[src/rtl/uart_transmitter.sv]
// -----------------------------------------------------------------------------
// uart_transmitter
//
// Serial UART transmitter. Each byte accepted on `load` goes out as a 10-bit
// frame: a start bit (0), eight data bits LSB first, then a stop bit (1).
// Every bit lasts CLKS_PER_BIT system clocks. All outputs are registered, so
// no input reaches `data_out` combinationally.
//
// Parameters:
//   CLKS_PER_BIT   clocks per serial bit, legal range 2..255 (default 16)
//
// Ports:
//   clk             in   system clock; all state changes on the rising edge
//   rst             in   synchronous, active-low reset
//   data_in[7:0]    in   byte to send; sampled only when a load is accepted
//   load            in   transmit request; accepted when busy is low
//   data_out        out  serial line; idle high
//   busy            out  high from the cycle after acceptance to the last
//                        stop-bit cycle
//   character_sent  out  one-cycle pulse in the cycle after a frame completes
// -----------------------------------------------------------------------------
module uart_transmitter #(
  parameter int CLKS_PER_BIT = 16
) (
  input  logic       clk,
  input  logic       rst,
  input  logic [7:0] data_in,
  input  logic       load,
  output logic       data_out,
  output logic       busy,
  output logic       character_sent
);

  // Bit-time counter width is ceil(log2(CLKS_PER_BIT)). It is at least 1 bit
  // wide because the legal range starts at 2.
  localparam int CW = (CLKS_PER_BIT > 2) ? $clog2(CLKS_PER_BIT) : 1;
  localparam logic [CW-1:0] CNT_LAST = CW'(CLKS_PER_BIT - 1);

  typedef enum logic [1:0] {
    S_IDLE  = 2'd0,
    S_START = 2'd1,
    S_DATA  = 2'd2,
    S_STOP  = 2'd3
  } state_e;

  state_e        state_q, state_d;
  logic [CW-1:0] cnt_q,   cnt_d;
  logic [2:0]    idx_q,   idx_d;
  logic [7:0]    shift_q, shift_d;
  logic          line_q,  line_d;
  logic          busy_q,  busy_d;
  logic          sent_q,  sent_d;
  logic          bit_end_s;

  assign bit_end_s = (cnt_q == CNT_LAST);

  // Next-state logic for the framing FSM and the line/status outputs.
  always_comb begin
    state_d = state_q;
    cnt_d   = cnt_q;
    idx_d   = idx_q;
    shift_d = shift_q;
    sent_d  = 1'b0;

    case (state_q)
      S_IDLE: begin
        cnt_d = '0;
        if (load) begin
          shift_d = data_in;
          state_d = S_START;
        end else begin
          state_d = S_IDLE;
        end
      end

      S_START: begin
        if (bit_end_s) begin
          cnt_d   = '0;
          idx_d   = 3'd0;
          state_d = S_DATA;
        end else begin
          cnt_d = cnt_q + 1'b1;
        end
      end

      S_DATA: begin
        if (bit_end_s) begin
          cnt_d   = '0;
          shift_d = {1'b0, shift_q[7:1]};
          if (idx_q == 3'd7) begin
            state_d = S_STOP;
          end else begin
            idx_d = idx_q + 3'd1;
          end
        end else begin
          cnt_d = cnt_q + 1'b1;
        end
      end

      S_STOP: begin
        if (bit_end_s) begin
          cnt_d   = '0;
          state_d = S_IDLE;
          sent_d  = 1'b1;
        end else begin
          cnt_d = cnt_q + 1'b1;
        end
      end

      default: begin
        cnt_d   = '0;
        state_d = S_IDLE;
      end
    endcase

    // The line value is decoded from the *next* state so that the registered
    // output changes on the same edge as the state. This gives the one-cycle
    // latency from load to the start bit.
    case (state_d)
      S_IDLE:  begin line_d = 1'b1;       busy_d = 1'b0; end
      S_START: begin line_d = 1'b0;       busy_d = 1'b1; end
      S_DATA:  begin line_d = shift_d[0]; busy_d = 1'b1; end
      S_STOP:  begin line_d = 1'b1;       busy_d = 1'b1; end
      default: begin line_d = 1'b1;       busy_d = 1'b0; end
    endcase
  end

  // State and output registers with synchronous active-low reset.
  always_ff @(posedge clk) begin
    if (!rst) begin
      state_q <= S_IDLE;
      cnt_q   <= '0;
      idx_q   <= 3'd0;
      shift_q <= 8'h00;
      line_q  <= 1'b1;
      busy_q  <= 1'b0;
      sent_q  <= 1'b0;
    end else begin
      state_q <= state_d;
      cnt_q   <= cnt_d;
      idx_q   <= idx_d;
      shift_q <= shift_d;
      line_q  <= line_d;
      busy_q  <= busy_d;
      sent_q  <= sent_d;
    end
  end

  assign data_out       = line_q;
  assign busy           = busy_q;
  assign character_sent = sent_q;

endmodule
[config.mk]
export PLATFORM = sky130hd
export DESIGN_NAME = uart_transmitter
export DESIGN_NICKNAME = d
export VERILOG_FILES = /design/src/rtl/uart_transmitter.sv
export SDC_FILE = /design/constraint.sdc
export NUM_CORES = 1
export LEC_CHECK = 0
export CAP_MARGIN = 40
export CORE_UTILIZATION = 51
export CTS_CLUSTER_SIZE = 24
export DETAILED_ROUTE_END_ITERATION = 12
export GPL_ROUTABILITY_DRIVEN = 0
export GPL_TIMING_DRIVEN = 1
export HOLD_SLACK_MARGIN = 0.06
export PLACE_DENSITY = 0.78
export RECOVER_POWER = 50
export SETUP_SLACK_MARGIN = 0.5
export SYNTH_ARGS = -nofsm -noshare
export SYNTH_HDL_FRONTEND = slang
export SYNTH_SLANG_ARGS = --single-unit
[constraint.sdc]
create_clock -name clk -period 2.3 [get_ports clk]
set_clock_uncertainty 0.15 [all_clocks]
set_input_delay 0.46 -clock clk [delete_from_list [all_inputs] [get_ports clk]]
set_output_delay 0.46 -clock clk [all_outputs]
set_load 0.05 [all_outputs]
## Word-level counts from Yosys, hierarchy flattened

Cells that the tools add are included.

| cells by class | value |
|---|---|
| $mul | 0 |
| equality and inequality tests | 12 |
| order comparisons | 0 |
| bitwise gates (word level) | 0 |
| multiplexer cells | 18 |
| reductions and logical operators | 10 |
| add/subtract/negate cells | 2 |
| divide/modulo/power cells | 0 |
| shift-type cells | 0 |

Operators with widths:

| cell | number |
|---|---|
| 8-bit two-way mux | 2 |
| 8-bit one-hot mux with 2 select lines | 1 |
| 3-bit two-way mux | 3 |
| 2-bit == test (second input constant) | 4 |
| 2-bit two-way mux | 4 |
| 2-bit inequality test (second input constant) | 4 |
| 2-bit one-hot mux with 4 select lines | 1 |
| 4-bit one-hot mux with 2 select lines | 1 |
| 3-bit one-hot mux with 2 select lines | 1 |
| 3-bit OR reduction | 2 |
| 4-bit by 1-bit adder with 4-bit output (second input constant) | 1 |
| 2-bit by 1-bit == test with 1-bit output (second input constant) | 2 |
| 4-bit == test (second input constant) | 1 |
| 2-bit zero test | 2 |
| 4-bit two-way mux | 1 |
| 4-bit AND reduction | 1 |
| 2-bit nonzero test | 2 |
| 3-bit by 1-bit adder with 3-bit output (second input constant) | 1 |
| 3-bit == test (second input constant) | 1 |
| 1-bit one-hot mux with 3 select lines | 1 |
| 3-bit AND reduction | 1 |
| 1-bit two-way mux | 2 |
| 1-bit one-hot mux with 2 select lines | 1 |
| 2-bit AND reduction | 1 |
| 2-bit OR reduction | 1 |

| word-level totals | value |
|---|---|
| logic and storage cells | 50 |
| memories | 0 |
| output and inout port bits | 3 |
| flip-flop bits (word level) | 20 |
| bits in writable memories | 0 |
| memory bits (read-only) | 0 |
| latch bits | 0 |
| bits of input ports | 11 |

## Logic depth before layout (Yosys ltp)

Gate-level depths: netlist of run 1.

| logic depth | value |
|---|---|
| depth after elaboration | 7 |
| depth in mapped cells | 8 |
| gate-level depth less buffers | 8 |

## Worst setup path before layout of run 1

Ideal clock, no wire load.

| path | value |
|---|---|
| kind | reg-to-reg |
| start | reg cnt_q[0] |
| end | reg line_q (netlist: data_out) |
| path slack | 0.429 ns |
| cell stages (with the launch flop) | 9 |
| arrival time | 1.606 ns |
| clock period less this slack | 1.871 ns |
| required time | 2.034 ns |
| library setup time | 0.116 ns |
| path through | dfxtp_1 ha_1 and3_4 a31oi_1 a21oi_1 inv_1 ha_1 o21ai_0 a31o_1 |

| between the ends | value |
|---|---|
| word-level cells in the longest chain between the ends | 6 |
| elaborated cells between the ends (all ways) | 13 |
| those cells by class | eq/ne: 4; mux: 7; reduce/logical: 2 |

RTL lines:

| what | line | RTL |
|---|---|---|
| start: declaration | 47 | `logic [CW-1:0] cnt_q, cnt_d;` |
| start signal: assignment | 140 | `cnt_q <= cnt_d;` |
| 4-bit == test * | 55 | `assign bit_end_s = (cnt_q == CNT_LAST);` |
| 2-bit two-way mux (on tied branches) | 101, 77, 87 |  |
| 2-bit one-hot mux with 4 select lines * | 65 | `case (state_q)` |
| named net state_d[0] | 46 | `state_e state_q, state_d;` |
| 2-bit == test / 2-bit zero test (equally long branches) | 119 | `case (state_d)` |
| 2-bit OR reduction (no line) | n/a |  |
| 1-bit one-hot mux with 3 select lines * | 119 |  |
| end signal: assignment | 143 | `line_q <= line_d;` |
| end: declaration | 50 | `logic line_q, line_d;` |

The timed path passes the listed nets; every way through them passes the cells marked *. The select of a mux whose other input is x is not followed.
A chain may end at the register's enable or synchronous reset.

## Worst setup path after layout of run 1

| path | value |
|---|---|
| start | reg cnt_q[1] |
| end | reg line_q (netlist: data_out) |

| between the ends | value |
|---|---|
| word-level cells in the longest chain between the ends | 6 |
| elaborated cells between the ends (all ways) | 13 |
| those cells by class | eq/ne: 4; mux: 7; reduce/logical: 2 |

RTL lines:

| what | line |
|---|---|
| 4-bit == test * | 55 |
| 2-bit two-way mux (on tied branches) | 101, 77, 87 |
| 2-bit one-hot mux with 4 select lines | 65 |
| 2-bit == test / 2-bit zero test (equally long branches) | 119 |
| 2-bit OR reduction (no line) | n/a |
| 1-bit one-hot mux with 3 select lines * | 119 |

Mark *: on every way between the ends. The rest lies on a longest branch, timed or not. The select of a mux whose other input is x is not followed.

==> implementation parameters, run 1 <==
Parameter                              Value

Run status
  Run status ... completed

Logic synthesis
  Sequential area share after synthesis ... 41.8%
  Count of synthesis-stage warnings from yosys ... 0
  Gate count after technology mapping ... 103
  Dominant combinational cell family by area after synthesis ... simple AND/OR/NAND/NOR gates
  Count of different cell masters after synthesis ... 33
  Post-Synth Simple-Gate Area ... 20.8%
  Net count of the mapped netlist ... 120
  Post-synthesis mux area share ... 1.05%
  Avg Cell Area, Syn ... 9.29 sq um
  Post-synthesis share of cell area spent on xor and xnor gates ... 2.75%
  Post-synthesis instance area ... 957 sq um
  Synthesized-area fraction occupied by ao, oa, aoi and oai cells ... 20.1%
  Adder-cell share of the synthesized area ... 7.84%
  Number of register bits inferred by synthesis ... 20

Finish
  # fillers ... 153
  Most frequent cells in the layout ... dfxtp_1, buf_4, nand2_1
  Layout Nets ... 145
  Most common cell after layout, fill and taps aside ... dfxtp_1
  Share of cells above drive strength 1 ... 20.6%
  Ant diodes ... 0
  Area grow syn2layout ... 27.3%
  Non-filler cells, final ... 151

GRT
  Grt total ovfl ... 0
  First-pass GRT wire length ... 3.12 mm
  Initial antenna violation count ... 0
  Total Routing Usage GR ... 21.5%
  Via count of the first global-routing pass ... 751
  Pin count of the biggest net entering global routing ... 14

Critical path
  R2R Path Start ... cnt_q[1]
  Terminus of the critical flop-to-flop path ... data_out
  Kind of critical path ... flop to flop
  Required time reported for the critical path endpoint ... 2.35 ns
  Data arrival time of the worst path ... 1.97 ns
  Critical path fanouts, max ... 4
  Worst r2r path cells ... 7
  Critical Path End Type ... flop
  Type of origin of the critical path ... flop
  Setup slack on the worst flop-to-flop path ... 0.38 ns

Hold path
  Worst-case hold path end point ... idx_q[1]
  Worst hold stages ... 2
  Worst hold path type ... flop to flop
  Worst Min Path Start ... idx_q[1]

Route
  DR vias/cell ... 5.25
  DRC violations left ... 0
  Iteration-0 DRC count of the detailed router ... 6
  Wire length reported by the detailed router ... 1.94 mm
  Via count ... 793
  WL per Instance ... 12.9 um
  Antenna violation net count after detailed routing ... 0
  First-pass detailed-route iteration total ... 4

Timing
  Final cycle utilization of the critical path ... 83.6%
  Final Critical Period ... 1.92 ns
  Final count of hold timing violations ... 0
  Transition time at the pin with the least slew margin ... 0.489 ns
  Setup repair after global routing missed its margin ... true
  Maximum achievable frequency ... 520 MHz
  Setup Viol. Count Final ... 0
  Headroom to the max-slew limit ... 67.5%
  Max-slew violations ... 0

Clocking
  Quantity of hold-fixing buffers added after cts ... 0
  CTS Root Buffer Type ... clkbuf_4
  CTS tree ... yes
  Number of CTS-inserted buffers ... 3
  Number of buffers between clock root and the deepest sink ... 2
  Clock network latency to the later pin of the worst-skew pair ... 0.30 ns
  Clock transition time at the flip-flop clock pins of the worst setup and hold paths ... 0.10 ns
  Sinks on Clock Net ... 20
  H-tree lvl count ... 1

Place
  DP Wirelength ... 1.27 mm
  Cell count after placement ... 141
  Port buffer count ... 13

Die
  Horizontal extent of the die ... 45.3 um
  Core ar. ... 0.00175 sq mm
  Die Y-Extent ... 45.3 um
  Die Area ... 0.00205 sq mm
  Initial Utilization ... 54.8%
  Top Ports ... 14
  Number of placement rows ... 15

Power
  Power after layout ... 618 uW
  Static Leakage ... 0.000502 uW
  IR Drop Worst-Case VDD ... 0.000401 V
  Power density relative to cell area ... 507 mW/mm^2

Job
  Max-cap violation count ... 0
## worst max-delay path, cell delays in order, from the launching register on
cell and delay, ns:
dfxtp_1 0.35, ha_1 0.19, nand3_1 0.18, nor2_1 0.22
xnor2_1 0.23, ha_2 0.26, o21ai_1 0.07, a31o_1 0.18
## cell usage after synthesis (all sizes together)
cell type / number / area [sq um]
a21boi: 8 / 60.1
a21o: 1 / 7.51
a21oi: 1 / 5.00
a221o: 1 / 10.0
a22oi: 6 / 45.0
a31o: 1 / 8.76
a31oi: 2 / 12.5
a32o: 1 / 10.0
and2: 2 / 13.8
and3: 2 / 22.5
buf: 3 / 27.5
clkbuf: 2 / 7.51
dfxtp: 20 / 400
ha: 6 / 75.1
inv: 5 / 18.8
mux2i: 1 / 10.0
nand2: 11 / 41.3
nand2b: 1 / 6.26
nand3: 2 / 10.0
nand4b: 2 / 17.5
nor2: 9 / 33.8
nor2b: 3 / 18.8
nor3b: 2 / 20.0
nor4: 1 / 6.26
o21ai: 5 / 25.0
o31a: 1 / 8.76
or3b: 1 / 8.76
xnor2: 2 / 17.5
xor2: 1 / 8.76
## timing repair
item / 4_1_cts / 5_1_grt
setup endpoints to repair: 4 / 2
resized for setup: 11 / 4
gates cloned: 0 / 0
pin swaps: 5 / 3
setup buffers: 6 / 1
## cell families (layout without fill, tap and decap cells)
kind of cell	count (synthesis)	in the layout
adders and majority gates	6	6
AOI/OAI and AO/OA	27	27
muxes	1	1
DFF	20	20
xor gates and xnor gates	3	3
buffers and inverters	10	33
and+or+nand+nor	36	36
## sequential cells by signal (all words and copies together), names as in the netlist
signal	flops
busy	1
character_sent	1
cnt_q	4
data_out	1
idx_q	3
shift_q	8
state_q	2
## routing by layer
layer  routed length, um  vias up  track usage (%)  share of wire (%)
met5                   0        -                0                  0
met4                  43        0             10.9                2.2
met3                  67        5             3.60                3.5
met2                 952       14             35.9                 49
met1                 879      367             26.4                 45
li1                    -      407                -                  -
## power breakdown
part | internal [uW] | switching (uW) | leakage (uW)
Clock | 61.1 | 101 | 0.0000138
Sequential | 360 | 8.68 | 0.000165
Combinational | 46.9 | 40.2 | 0.000323
Total | 468 | 150 | 0.000502
## per-stage QoR
step / setup WS (ns) / utilization (%) / area, sq um / hold WS (ns) / TNS (ns)
2_1_floorplan: 0.511 / - / 976 / 0.270 / 0
4_1_cts: 0.479 / 70.2 / 1220 / 0.328 / 0
3_3_place_gp: 0.0755 / 65.3 / 1140 / 0.279 / 0
6_report: 0.378 / 69.8 / 1220 / 0.323 / 0
5_1_grt: 0.224 / 69.8 / 1220 / 0.344 / 0
3_5_place_dp: -0.0182 / 65.3 / 1140 / 0.282 / -0.0182
## worst max-delay path by stage
stage,depth (start not counted),slack [ns],start,to
after global routing,7,0.22,cnt_q[1],data_out
after floorplan,8,0.51,cnt_q[1],data_out
final,7,0.38,cnt_q[1],data_out
after global placement,8,0.08,load,data_out
after CTS,8,0.48,cnt_q[0],data_out
after detailed placement,8,-0.02,load,data_out
## layout make-up
cell class	instances	area (sq um)	share of cell area, %
clock buffers	3	22.5	1.85
well taps	25	31.3	2.57
repair buffers	25	215	17.7
multi-input cells	73	526	43.1
flip-flops and latches	20	405	33.3
inverters	5	18.8	1.54
No activity file was read; power rests on OpenSTA's default activity.
==> run 2: changes to the inputs <==
clock period = 1.86 ns   (was 2.3 ns; I/O delays follow)
==> implementation parameters, run 2 (synthesized netlist as in run 1, its figures left out) <==
Parameter                              Value

Run status
  Run status ... completed

Critical path
  Critical Path End Type ... flop
  Critical path fanouts, max ... 3
  R2R Path Start ... cnt_q[1]
  Data arrival time of the worst path ... 1.88 ns
  Type of origin of the critical path ... flop
  Cell with the most instances on the worst path ... ha_4
  Worst Setup SP ... cnt_q[1]
  Largest stage delay on the critical path ... 0.37 ns
  Kind of critical path ... flop to flop
  Worst path cell trace ... ha_4 -> and3_4 -> a31oi_4 -> a21oi_4 -> inv_2 -> ha_4 -> o21ai_2 -> a31o_1
  Required time reported for the critical path endpoint ... 1.91 ns
  Slowest CP cell ... dfxtp_2

Clocking
  CTS Root Buffer Type ... clkbuf_4
  Sinks on Clock Net ... 20
  Clock network latency to the later pin of the worst-skew pair ... 0.29 ns
  CTS tree ... yes
  Number of buffers between clock root and the deepest sink ... 2
  H-tree lvl count ... 1
  Clock transition time at the flip-flop clock pins of the worst setup and hold paths ... 0.11 ns
  Number of CTS-inserted buffers ... 3

Die
  Initial Utilization ... 54.8%
  Die Y-Extent ... 45.3 um
  Die Area ... 0.00205 sq mm
  Core ar. ... 0.00175 sq mm
  Top Ports ... 14
  Number of placement rows ... 15
  Horizontal extent of the die ... 45.3 um

Power
  Cell internal pwr ... 592 uW
  Switching share of total power ... 25.9%
  IR Drop Worst-Case VDD ... 0.000572 V
  Share of power burned in the clock network ... 25.3%
  Switching power ... 207 uW
  Power after layout ... 800 uW
  Static Leakage ... 0.000531 uW
  Combinational fraction of design power ... 17.7%
  Part of the power in registers ... 57.0%
  Power density relative to cell area ... 564 mW/mm^2

Finish
  Layout Nets ... 151
  Largest register FFs ... 8
  Top reg by flops ... shift_q
  Most frequent cells in the layout ... dfxtp_1, buf_4, nand2_1
  Share of cells above drive strength 1 ... 39.4%
  Final core utilization ... 81.2%
  Area grow syn2layout ... 48.1%
  Ant diodes ... 0
  Largest registers ... shift_q x8, cnt_q x4, idx_q x3
  Most common cell after layout, fill and taps aside ... dfxtp_1

Route
  DRC violations left ... 0
  WL per Instance ... 16.3 um
  First-pass detailed-route iteration total ... 4
  Wire length reported by the detailed router ... 2.56 mm
  Iteration-0 DRC count of the detailed router ... 12
  DR vias/cell ... 5.56
  Via count ... 873
  Antenna violation net count after detailed routing ... 0

GRT
  Pin count of the biggest net entering global routing ... 16
  First-pass GRT wire length ... 3.40 mm
  Grt total ovfl ... 0
  Via count of the first global-routing pass ... 809
  Total Routing Usage GR ... 23.2%
  Initial antenna violation count ... 0

Timing
  Maximum achievable frequency ... 544 MHz
  Final cycle utilization of the critical path ... 98.8%
  Transition time at the pin with the least slew margin ... 0.610 ns
  Setup Viol. Count Final ... 0
  Worst-case hold slack ... 0.330 ns
  Final count of hold timing violations ... 0
  Headroom to the max-slew limit ... 59.5%
  Max-slew violations ... 0
  Final Critical Period ... 1.84 ns
  Setup repair after global routing missed its margin ... true

Place
  Port buffer count ... 13
  DP Wirelength ... 1.37 mm

Job
  Max-cap violation count ... 0

Hold path
  Worst hold path type ... flop to flop
  Worst Min Path Start ... shift_q[5]
## run 2: changes by cell type in the layout (fill, tap and decap cells not counted), moves of 2 or more
| cell | previous run | this run |
|---|---|---|
| dlygate4sd2_1 | 4 | 0 |
| a21boi_1 | 0 | 7 |
| o21ai_0 | 4 | 1 |
| ha_1 | 4 | 0 |
| a22oi_1 | 6 | 1 |
| clkbuf_1 | 0 | 3 |
| o21ai_2 | 0 | 2 |
| clkdlybuf4s50_1 | 8 | 10 |
| buf_6 | 0 | 5 |
| a22oi_2 | 0 | 5 |
| a21boi_0 | 8 | 0 |
| ha_4 | 1 | 4 |
## run 2: routing by layer
metal | vias up | wire length [um] | part of all wire [%] | GRT usage, %
met4 | 0 | 13 | 0.51 | 9.09
met1 | 428 | 1010 | 39 | 28.9
met2 | 23 | 1440 | 56 | 40.6
met5 | - | 0 | 0 | 0
li1 | 420 | - | - | -
met3 | 2 | 100 | 3.9 | 2.40
## run 2: timing repair
action	in CTS	in global routing
gates resized for setup	31	16
pin swaps	15	10
hold buffers	0	0
endpoints found under the setup margin	15	20
buffers inserted	10	0
## run 2: worst paths after layout
path | end | slack [ns] | cells past startpoint
worst min register to register | shift_q[5] | 0.33 | 2
worst min-delay path | shift_q[5] | 0.33 | 2
worst max-delay path | data_out | 0.02 | 8
worst max register to register | data_out | 0.02 | 8
## run 2: metrics by stage
stage / cells / TNS, ns / worst slack, ns / area (sq um)
after floorplan: 103 / 0 / 0.0979 / 977
after global placement: 144 / -0.284 / -0.257 / 1160
after detailed placement: 144 / -0.412 / -0.326 / 1160
after CTS: 157 / 0 / 0.0470 / 1350
after global routing: 157 / -0.0146 / -0.0146 / 1420
final: 157 / 0 / 0.0216 / 1420
## run 2: critical path, delay by kind of cell, from the launching register on
kind,cells,cell delay [ns]
compound gates,4,0.53
fa+ha+maj,2,0.41
buf+inv,1,0.07
flops,1,0.37
simple gates,1,0.22
## run 2: final cells by class
type                    instances  area, sq um
repair buffers                 31          265
clock buffers                   3         22.5
inverters                       5         18.8
fillers                       106          328
multi-input cells              73          673
flip-flops and latches         20          407
well taps                      25         31.3
## run 2: power groups by stage
stage          logic [uW]  clock network [uW]  registers, uW
6_report              141                 203            456
3_5_place_dp          111                   0            464
3_3_place_gp          108                   0            463
5_1_grt               151                 233            458
4_1_cts               128                 207            455
2_1_floorplan        54.9                   0            473
